--- src/rtl/ecc_secded_pipe.sv ---
// rtl/ecc_secded_pipe.sv - pipelined SECDED encoder/decoder with error counters and first-error log
//
// Ports:
//   clk, rst                      clock, synchronous active-high reset
//   enc_valid_in/enc_data_in      encode request (no backpressure)
//   enc_valid_out/enc_data_out/enc_parity_out   registered encode result, 1 cycle later
//   dec_valid_in/dec_ready_out/dec_data_in/dec_parity_in/bypass   decoder input handshake
//   dec_valid_out/dec_ready_in/dec_data_out      decoder output handshake, 2 cycles latency
//   sbit_err/dbit_err/err_syndrome               per-word status, qualified by dec_valid_out
//   sbit_cnt/dbit_cnt/cnt_clr                    saturating error counters
//   err_log_valid/err_log_syndrome/err_log_clr   first-error syndrome log
module ecc_secded_pipe #(
  parameter int DATA_WIDTH   = 32,
  parameter int PARITY_WIDTH = 7,
  parameter int CNT_WIDTH    = 16
) (
  input  logic                    clk,
  input  logic                    rst,
  input  logic                    enc_valid_in,
  input  logic [DATA_WIDTH-1:0]   enc_data_in,
  output logic                    enc_valid_out,
  output logic [DATA_WIDTH-1:0]   enc_data_out,
  output logic [PARITY_WIDTH-1:0] enc_parity_out,
  input  logic                    dec_valid_in,
  output logic                    dec_ready_out,
  input  logic [DATA_WIDTH-1:0]   dec_data_in,
  input  logic [PARITY_WIDTH-1:0] dec_parity_in,
  input  logic                    bypass,
  output logic                    dec_valid_out,
  input  logic                    dec_ready_in,
  output logic [DATA_WIDTH-1:0]   dec_data_out,
  output logic                    sbit_err,
  output logic                    dbit_err,
  output logic [PARITY_WIDTH-1:0] err_syndrome,
  output logic [CNT_WIDTH-1:0]    sbit_cnt,
  output logic [CNT_WIDTH-1:0]    dbit_cnt,
  input  logic                    cnt_clr,
  output logic                    err_log_valid,
  output logic [PARITY_WIDTH-1:0] err_log_syndrome,
  input  logic                    err_log_clr
);

  // Smallest r with 2^r >= DATA_WIDTH + r + 1.
  function automatic int calc_r(input int dw);
    int r;
    r = 1;
    while ((1 << r) < dw + r + 1) r++;
    return r;
  endfunction

  // Codeword position of data bit i: i-th position that is not a power of two.
  function automatic int data_pos(input int i);
    int p, n;
    p = 1;
    n = -1;
    while (n < i) begin
      p++;
      if ((p & (p - 1)) != 0) n++;
    end
    return p;
  endfunction

  // Data bits covered by check bit k.
  function automatic logic [DATA_WIDTH-1:0] check_mask(input int k);
    logic [DATA_WIDTH-1:0] m;
    for (int i = 0; i < DATA_WIDTH; i++) m[i] = ((data_pos(i) >> k) & 1) != 0;
    return m;
  endfunction

  localparam int R = calc_r(DATA_WIDTH);

  if (PARITY_WIDTH != R + 1) begin : g_bad_parity_width
    $error("PARITY_WIDTH must be %0d for DATA_WIDTH=%0d", R + 1, DATA_WIDTH);
  end
  if (DATA_WIDTH < 4) begin : g_bad_data_width
    $error("DATA_WIDTH must be at least 4");
  end

  logic [R-1:0] enc_chk, dec_chk;
  for (genvar k = 0; k < R; k++) begin : g_chk
    localparam logic [DATA_WIDTH-1:0] MASK = check_mask(k);
    assign enc_chk[k] = ^(enc_data_in & MASK);
    assign dec_chk[k] = ^(dec_data_in & MASK);
  end

  // Encoder
  logic                    enc_valid_q;
  logic [DATA_WIDTH-1:0]   enc_data_q;
  logic [PARITY_WIDTH-1:0] enc_parity_q;

  always_ff @(posedge clk) begin
    if (rst) begin
      enc_valid_q  <= 1'b0;
      enc_data_q   <= '0;
      enc_parity_q <= '0;
    end else begin
      enc_valid_q <= enc_valid_in;
      if (enc_valid_in) begin
        enc_data_q   <= enc_data_in;
        enc_parity_q <= {(^enc_data_in) ^ (^enc_chk), enc_chk};
      end
    end
  end

  assign enc_valid_out  = enc_valid_q;
  assign enc_data_out   = enc_data_q;
  assign enc_parity_out = enc_parity_q;

  // Decoder: a single enable freezes both stages while the output is held.
  logic                    en;
  logic                    s1_valid_q, s1_bypass_q, s1_p_q;
  logic [R-1:0]            s1_h_q;
  logic [DATA_WIDTH-1:0]   s1_data_q;
  logic                    out_valid_q, sbit_q, dbit_q;
  logic [DATA_WIDTH-1:0]   out_data_q;
  logic [PARITY_WIDTH-1:0] syn_q;

  assign en            = ~out_valid_q | dec_ready_in;
  assign dec_ready_out = en;

  always_ff @(posedge clk) begin
    if (rst) begin
      s1_valid_q  <= 1'b0;
      s1_bypass_q <= 1'b0;
      s1_p_q      <= 1'b0;
      s1_h_q      <= '0;
      s1_data_q   <= '0;
    end else if (en) begin
      s1_valid_q  <= dec_valid_in;
      s1_bypass_q <= bypass;
      s1_p_q      <= (^dec_data_in) ^ (^dec_parity_in);
      s1_h_q      <= dec_parity_in[R-1:0] ^ dec_chk;
      s1_data_q   <= dec_data_in;
    end
  end

  // One-hot match of the syndrome against every data position.
  logic [DATA_WIDTH-1:0] flip_hit;
  for (genvar i = 0; i < DATA_WIDTH; i++) begin : g_pos
    localparam int POS = data_pos(i);
    assign flip_hit[i] = (s1_h_q == R'(POS));
  end

  logic                    h_pow2;
  logic                    sbit_d, dbit_d;
  logic [DATA_WIDTH-1:0]   data_d;
  logic [PARITY_WIDTH-1:0] syn_d;

  // Zero counts as "power of two" here: p=1 with h=0 is the overall parity bit.
  assign h_pow2 = (s1_h_q & (s1_h_q - R'(1))) == '0;

  always_comb begin
    sbit_d = 1'b0;
    dbit_d = 1'b0;
    data_d = s1_data_q;
    syn_d  = {s1_p_q, s1_h_q};
    if (!s1_valid_q || s1_bypass_q) begin
      syn_d = '0;
    end else if (s1_p_q) begin
      if (h_pow2) begin
        sbit_d = 1'b1;
      end else if (|flip_hit) begin
        sbit_d = 1'b1;
        data_d = s1_data_q ^ flip_hit;
      end else begin
        dbit_d = 1'b1;
      end
    end else if (s1_h_q != '0) begin
      dbit_d = 1'b1;
    end
  end

  always_ff @(posedge clk) begin
    if (rst) begin
      out_valid_q <= 1'b0;
      sbit_q      <= 1'b0;
      dbit_q      <= 1'b0;
      out_data_q  <= '0;
      syn_q       <= '0;
    end else if (en) begin
      out_valid_q <= s1_valid_q;
      sbit_q      <= sbit_d;
      dbit_q      <= dbit_d;
      out_data_q  <= data_d;
      syn_q       <= syn_d;
    end
  end

  assign dec_valid_out = out_valid_q;
  assign dec_data_out  = out_data_q;
  assign sbit_err      = sbit_q;
  assign dbit_err      = dbit_q;
  assign err_syndrome  = syn_q;

  // Counters and log act on output transfers only.
  logic                    xfer;
  logic [CNT_WIDTH-1:0]    sbit_cnt_q, sbit_cnt_d, dbit_cnt_q, dbit_cnt_d;
  logic                    log_valid_q, log_valid_d;
  logic [PARITY_WIDTH-1:0] log_syn_q, log_syn_d;

  assign xfer = out_valid_q & dec_ready_in;

  always_comb begin
    sbit_cnt_d  = sbit_cnt_q;
    dbit_cnt_d  = dbit_cnt_q;
    log_valid_d = log_valid_q;
    log_syn_d   = log_syn_q;
    if (cnt_clr) begin
      sbit_cnt_d = '0;
      dbit_cnt_d = '0;
    end else begin
      if (xfer && sbit_q && !(&sbit_cnt_q)) sbit_cnt_d = sbit_cnt_q + CNT_WIDTH'(1);
      if (xfer && dbit_q && !(&dbit_cnt_q)) dbit_cnt_d = dbit_cnt_q + CNT_WIDTH'(1);
    end
    if (err_log_clr) begin
      log_valid_d = 1'b0;
      log_syn_d   = '0;
    end else if (xfer && (sbit_q || dbit_q) && !log_valid_q) begin
      log_valid_d = 1'b1;
      log_syn_d   = syn_q;
    end
  end

  always_ff @(posedge clk) begin
    if (rst) begin
      sbit_cnt_q  <= '0;
      dbit_cnt_q  <= '0;
      log_valid_q <= 1'b0;
      log_syn_q   <= '0;
    end else begin
      sbit_cnt_q  <= sbit_cnt_d;
      dbit_cnt_q  <= dbit_cnt_d;
      log_valid_q <= log_valid_d;
      log_syn_q   <= log_syn_d;
    end
  end

  assign sbit_cnt         = sbit_cnt_q;
  assign dbit_cnt         = dbit_cnt_q;
  assign err_log_valid    = log_valid_q;
  assign err_log_syndrome = log_syn_q;

endmodule

--- config.mk ---
export PLATFORM = sky130hd
export DESIGN_NAME = ecc_secded_pipe
export DESIGN_NICKNAME = d
export VERILOG_FILES = /design/src/rtl/ecc_secded_pipe.sv
export SDC_FILE = /design/constraint.sdc
export NUM_CORES = 1
export LEC_CHECK = 0
export CAP_MARGIN = 20
export CORE_AREA = 2 2 143 145
export CTS_BUF_LIST = sky130_fd_sc_hd__clkbuf_16
export CTS_CLUSTER_DIAMETER = 50
export CTS_CLUSTER_SIZE = 16
export DETAILED_ROUTE_END_ITERATION = 6
export DIE_AREA = 0 0 145 147
export PLACE_DENSITY = 0.67
export SYNTH_ARGS = -nofsm -noshare
export SYNTH_HDL_FRONTEND = slang
export SYNTH_SLANG_ARGS = --single-unit
--- constraint.sdc ---
create_clock -name clk -period 5.6 [get_ports clk]
set_input_delay 1.12 -clock clk [delete_from_list [all_inputs] [get_ports clk]]
set_output_delay 1.12 -clock clk [all_outputs]
set_load 0.05 [all_outputs]
==> impl_metrics.json <==
{
  "synth_top_area_share_pct": 41.8,
  "synth_warnings": 0,
  "sw_frac_of_total_pct": 31.3,
  "drive_above_1_share_pct": 4.14,
  "rows": 52,
  "avgViaCountPerCell": 4.86,
  "first_pass_iters": 5,
  "rsz0062_at_grt": "false",
  "leakage_uw": 0.00410,
  "syn_area_per_cell_sq_um": 9.19,
  "hp-class": "reg2reg",
  "netlist_area_sq_um": 7810,
  "core_area_sq_um": 19800,
  "total_power_uw": 3430,
  "fmax_ghz": 0.265,
  "pin_count": 202,
  "grt_pass1_vias": 5822,
  "crit_type": "in2out",
  "max-clock-path-buffers": 2,
  "crit_path_max_incr_delay_ps": 810,
  "drc": 0,
  "cts_setup_buffers": 0,
  "synth_edf_count": 0,
  "crit_chain": "clkdlybuf4s50_1, nor2b_4, inv_2, clkdlybuf4s50_1",
  "power.net_switching_uw": 1070,
  "timing.critical_path.mode_cell": "clkdlybuf4s50_1",
  "die_y_um": 147,
  "ant_nets": 0,
  "worst-path-buf-inv": 3,
  "cellPowerDensity_nw_per_um2": 324,
  "yosysSeqAreaShare_pct": 41.8,
  "synthFlopType": "dfxtp_1",
  "setup_viol": 0,
  "dieArea_sq_um": 21300,
  "dp.cells": 1278,
  "track_usage_pct": 18.8,
  "clockRootBuffer": "clkbuf_16",
  "initial_core_util_pct": 39.3,
  "yosys.cell_types.count": 39,
  "antenna_found_initial": 0,
  "routed_wl_um": 20400,
  "fin_crit_ps": 3770,
  "final_cells": 1309,
  "grt_max_degree": 74,
  "die_w_um": 145,
  "tightest_slew_ps": 771,
  "cts_buffers": 17,
  "cts_sinks": 163,
  "finalCritPeriodShare_pct": 67.3,
  "synth_top_cell_by_area": "dfxtp_1",
  "antenna_cells": 0,
  "slew_viol_final": 0,
  "status": "completed",
  "crit_path_top_delay_cell": "clkdlybuf4s50_1",
  "grt_pass1_wl_um": 31900,
  "pwr-share-clk_pct": 32.2,
  "htree_levels": 4,
  "synth_fp_nets": 931,
  "power_frac_comb_pct": 28.7,
  "numPortBuffers": 201,
  "synth_async_sr_flop_share_pct": 0,
  "hold_buffers": 0,
  "drv_cap": 0,
  "fin_skew_ps": 8.91,
  "hpwl_um": 15000,
  "gp_congestion": 0.841,
  "finalNetCount": 1109,
  "clk_pin_slew_ps": 60,
  "setup_tns_ps": 0,
  "p_int_uw": 2360,
  "syn_inst": 850,
  "peakVddDrop_uv": 225,
  "p_seq_share_pct": 39.0,
  "synth_area_leaders": "dfxtp_1 (42%), xnor2_1 (9.2%), xor2_1 (7.5%)",
  "area_delta_synth_final_pct": 35.7,
  "required_ps": 4480,
  "ys_ff_latch": 163,
  "clock_latency_ps": 420,
  "route.vias.total": 6363,
  "routedWlPerCell_um": 15.6,
  "worstSetupStartpointType": "primary input",
  "cts_tree": "yes",
  "hold_violations": 0,
  "ctsResizeCount": 0,
  "arrival_ps": 2650,
  "crit_family": "buffers and inverters",
  "drt_first_iter_violations": 333,
  "overflow": 0,
  "maxSlewHeadroom_pct": 48.4,
  "crit_path_end_kind": "output pin",
  "worstPathMaxFanout": 4
}
## placed cells by master (no fill, tap or decap), drive strengths merged, types with 2 or more instances in the layout
cell type	netlist	routed
nand2	100	100
xor2	67	67
nor2	134	134
nand4	15	15
nor3	5	5
nor3b	2	2
ha	2	2
o21a	2	2
and3	9	9
clkdlybuf4s50	0	199
nor2b	5	5
xnor2	82	82
nand3b	2	2
and4	5	5
inv	2	3
nand3	24	24
clkbuf	46	17
o21ai	4	4
a211oi	36	36
bufinv	0	2
a311oi	3	3
mux2i	44	44
a21oi	42	42
nand2b	3	3
clkinv	0	9
buf	4	10
dfxtp	163	163
or3	5	5
xnor3	24	24
or2	5	5
a22oi	7	7
## per-stage QoR
| stage | cell area, sq um | setup slack (ps) | hold WS, ps | utilization [%] |
|---|---|---|---|---|
| CTS | 10600 | 1830 | 454 | 53.2 |
| global placement | 10000 | 1840 | 444 | 50.5 |
| floorplan | 7810 | 2330 | 435 | - |
| detailed placement | 10000 | 1830 | 448 | 50.5 |
| global route | 10600 | 1780 | 478 | 53.4 |
| finish | 10600 | 1830 | 454 | 53.4 |
## worst reg2reg max path, stage by stage, from the launching register on
cell      delay, ps
dfxtp_1         400
nand3b_1        230
nor2_1          530
nand2_1         200
or3_1           390
a311oi_1        260
## kinds of logic (layout without fill, tap and decap cells)
group	after synthesis	in the layout	share of synthesized area, %
simple gates	316	316	17.6
xor+xnor	174	174	23.9
flops	163	163	41.8
compound gates	99	99	8.19
buf+inv	52	241	2.50
mux	44	44	5.64
fa+ha+maj	2	2	0.320
## layout make-up
type | count | area [sq um]
clock inverter | 13 | 121
sequential | 163 | 3260
multi-input combinational | 635 | 4360
timing repair buffer | 209 | 2080
fill | 1845 | 9250
inverter | 2 | 7.51
clock buffer | 17 | 425
tap | 270 | 338
## cells in the mapped netlist (4+ instances only)
| cell type | instances |
|---|---|
| mux2i_1 | 44 |
| and4_1 | 5 |
| a22oi_1 | 7 |
| a21oi_1 | 42 |
| nand2_1 | 100 |
| buf_1 | 4 |
| and3_1 | 9 |
| xnor2_1 | 82 |
| nor3_1 | 5 |
| o21ai_1 | 4 |
| nand3_1 | 24 |
| xor2_1 | 67 |
| xnor3_1 | 24 |
| nor2b_1 | 5 |
| clkbuf_1 | 46 |
| or3_1 | 5 |
| a211oi_1 | 35 |
| nand4_1 | 15 |
| dfxtp_1 | 163 |
| nor2_1 | 134 |
## power groups by stage
stage / clock, uW / combinational (uW) / sequential (uW)
after floorplan: 0 / 588 / 1470
after global placement: 0 / 985 / 1360
after detailed placement: 0 / 993 / 1360
after CTS: 1140 / 994 / 1340
after global routing: 1180 / 1050 / 1350
final: 1110 / 986 / 1340
## worst paths after layout
kind | to | depth (start not counted) | slack [ps] | startpoint
max | dec_ready_out | 4 | 1830 | dec_ready_in
max reg2reg | dec_data_out[0]$_SDFFE_PP0P_ | 5 | 3500 | s1_p_q$_SDFFE_PP0P_
min | s1_bypass_q$_SDFFE_PP0P_ | 2 | 450 | s1_bypass_q$_SDFFE_PP0P_
min reg2reg | s1_bypass_q$_SDFFE_PP0P_ | 2 | 450 | s1_bypass_q$_SDFFE_PP0P_
## state kept, by name, summed over array words and instances, names as in the netlist, 6 cells and up
| name | count |
|---|---|
| dec_data_out | 32 |
| enc_data_out | 32 |
| s1_data_q | 32 |
| dbit_cnt | 16 |
| sbit_cnt | 16 |
| enc_parity_out | 7 |
| err_log_syndrome | 7 |
| err_syndrome | 7 |
| s1_h_q | 6 |
## metal layers
metal / track usage (%) / vias up / share of wire [%]
li1: - / 3227 / -
met1: 26.9 / 2928 / 49
met2: 28.3 / 185 / 44
met3: 4.01 / 23 / 5.2
met4: 6.29 / 0 / 1.9
met5: 0 / - / 0
No activity file was read; power rests on OpenSTA's default activity.
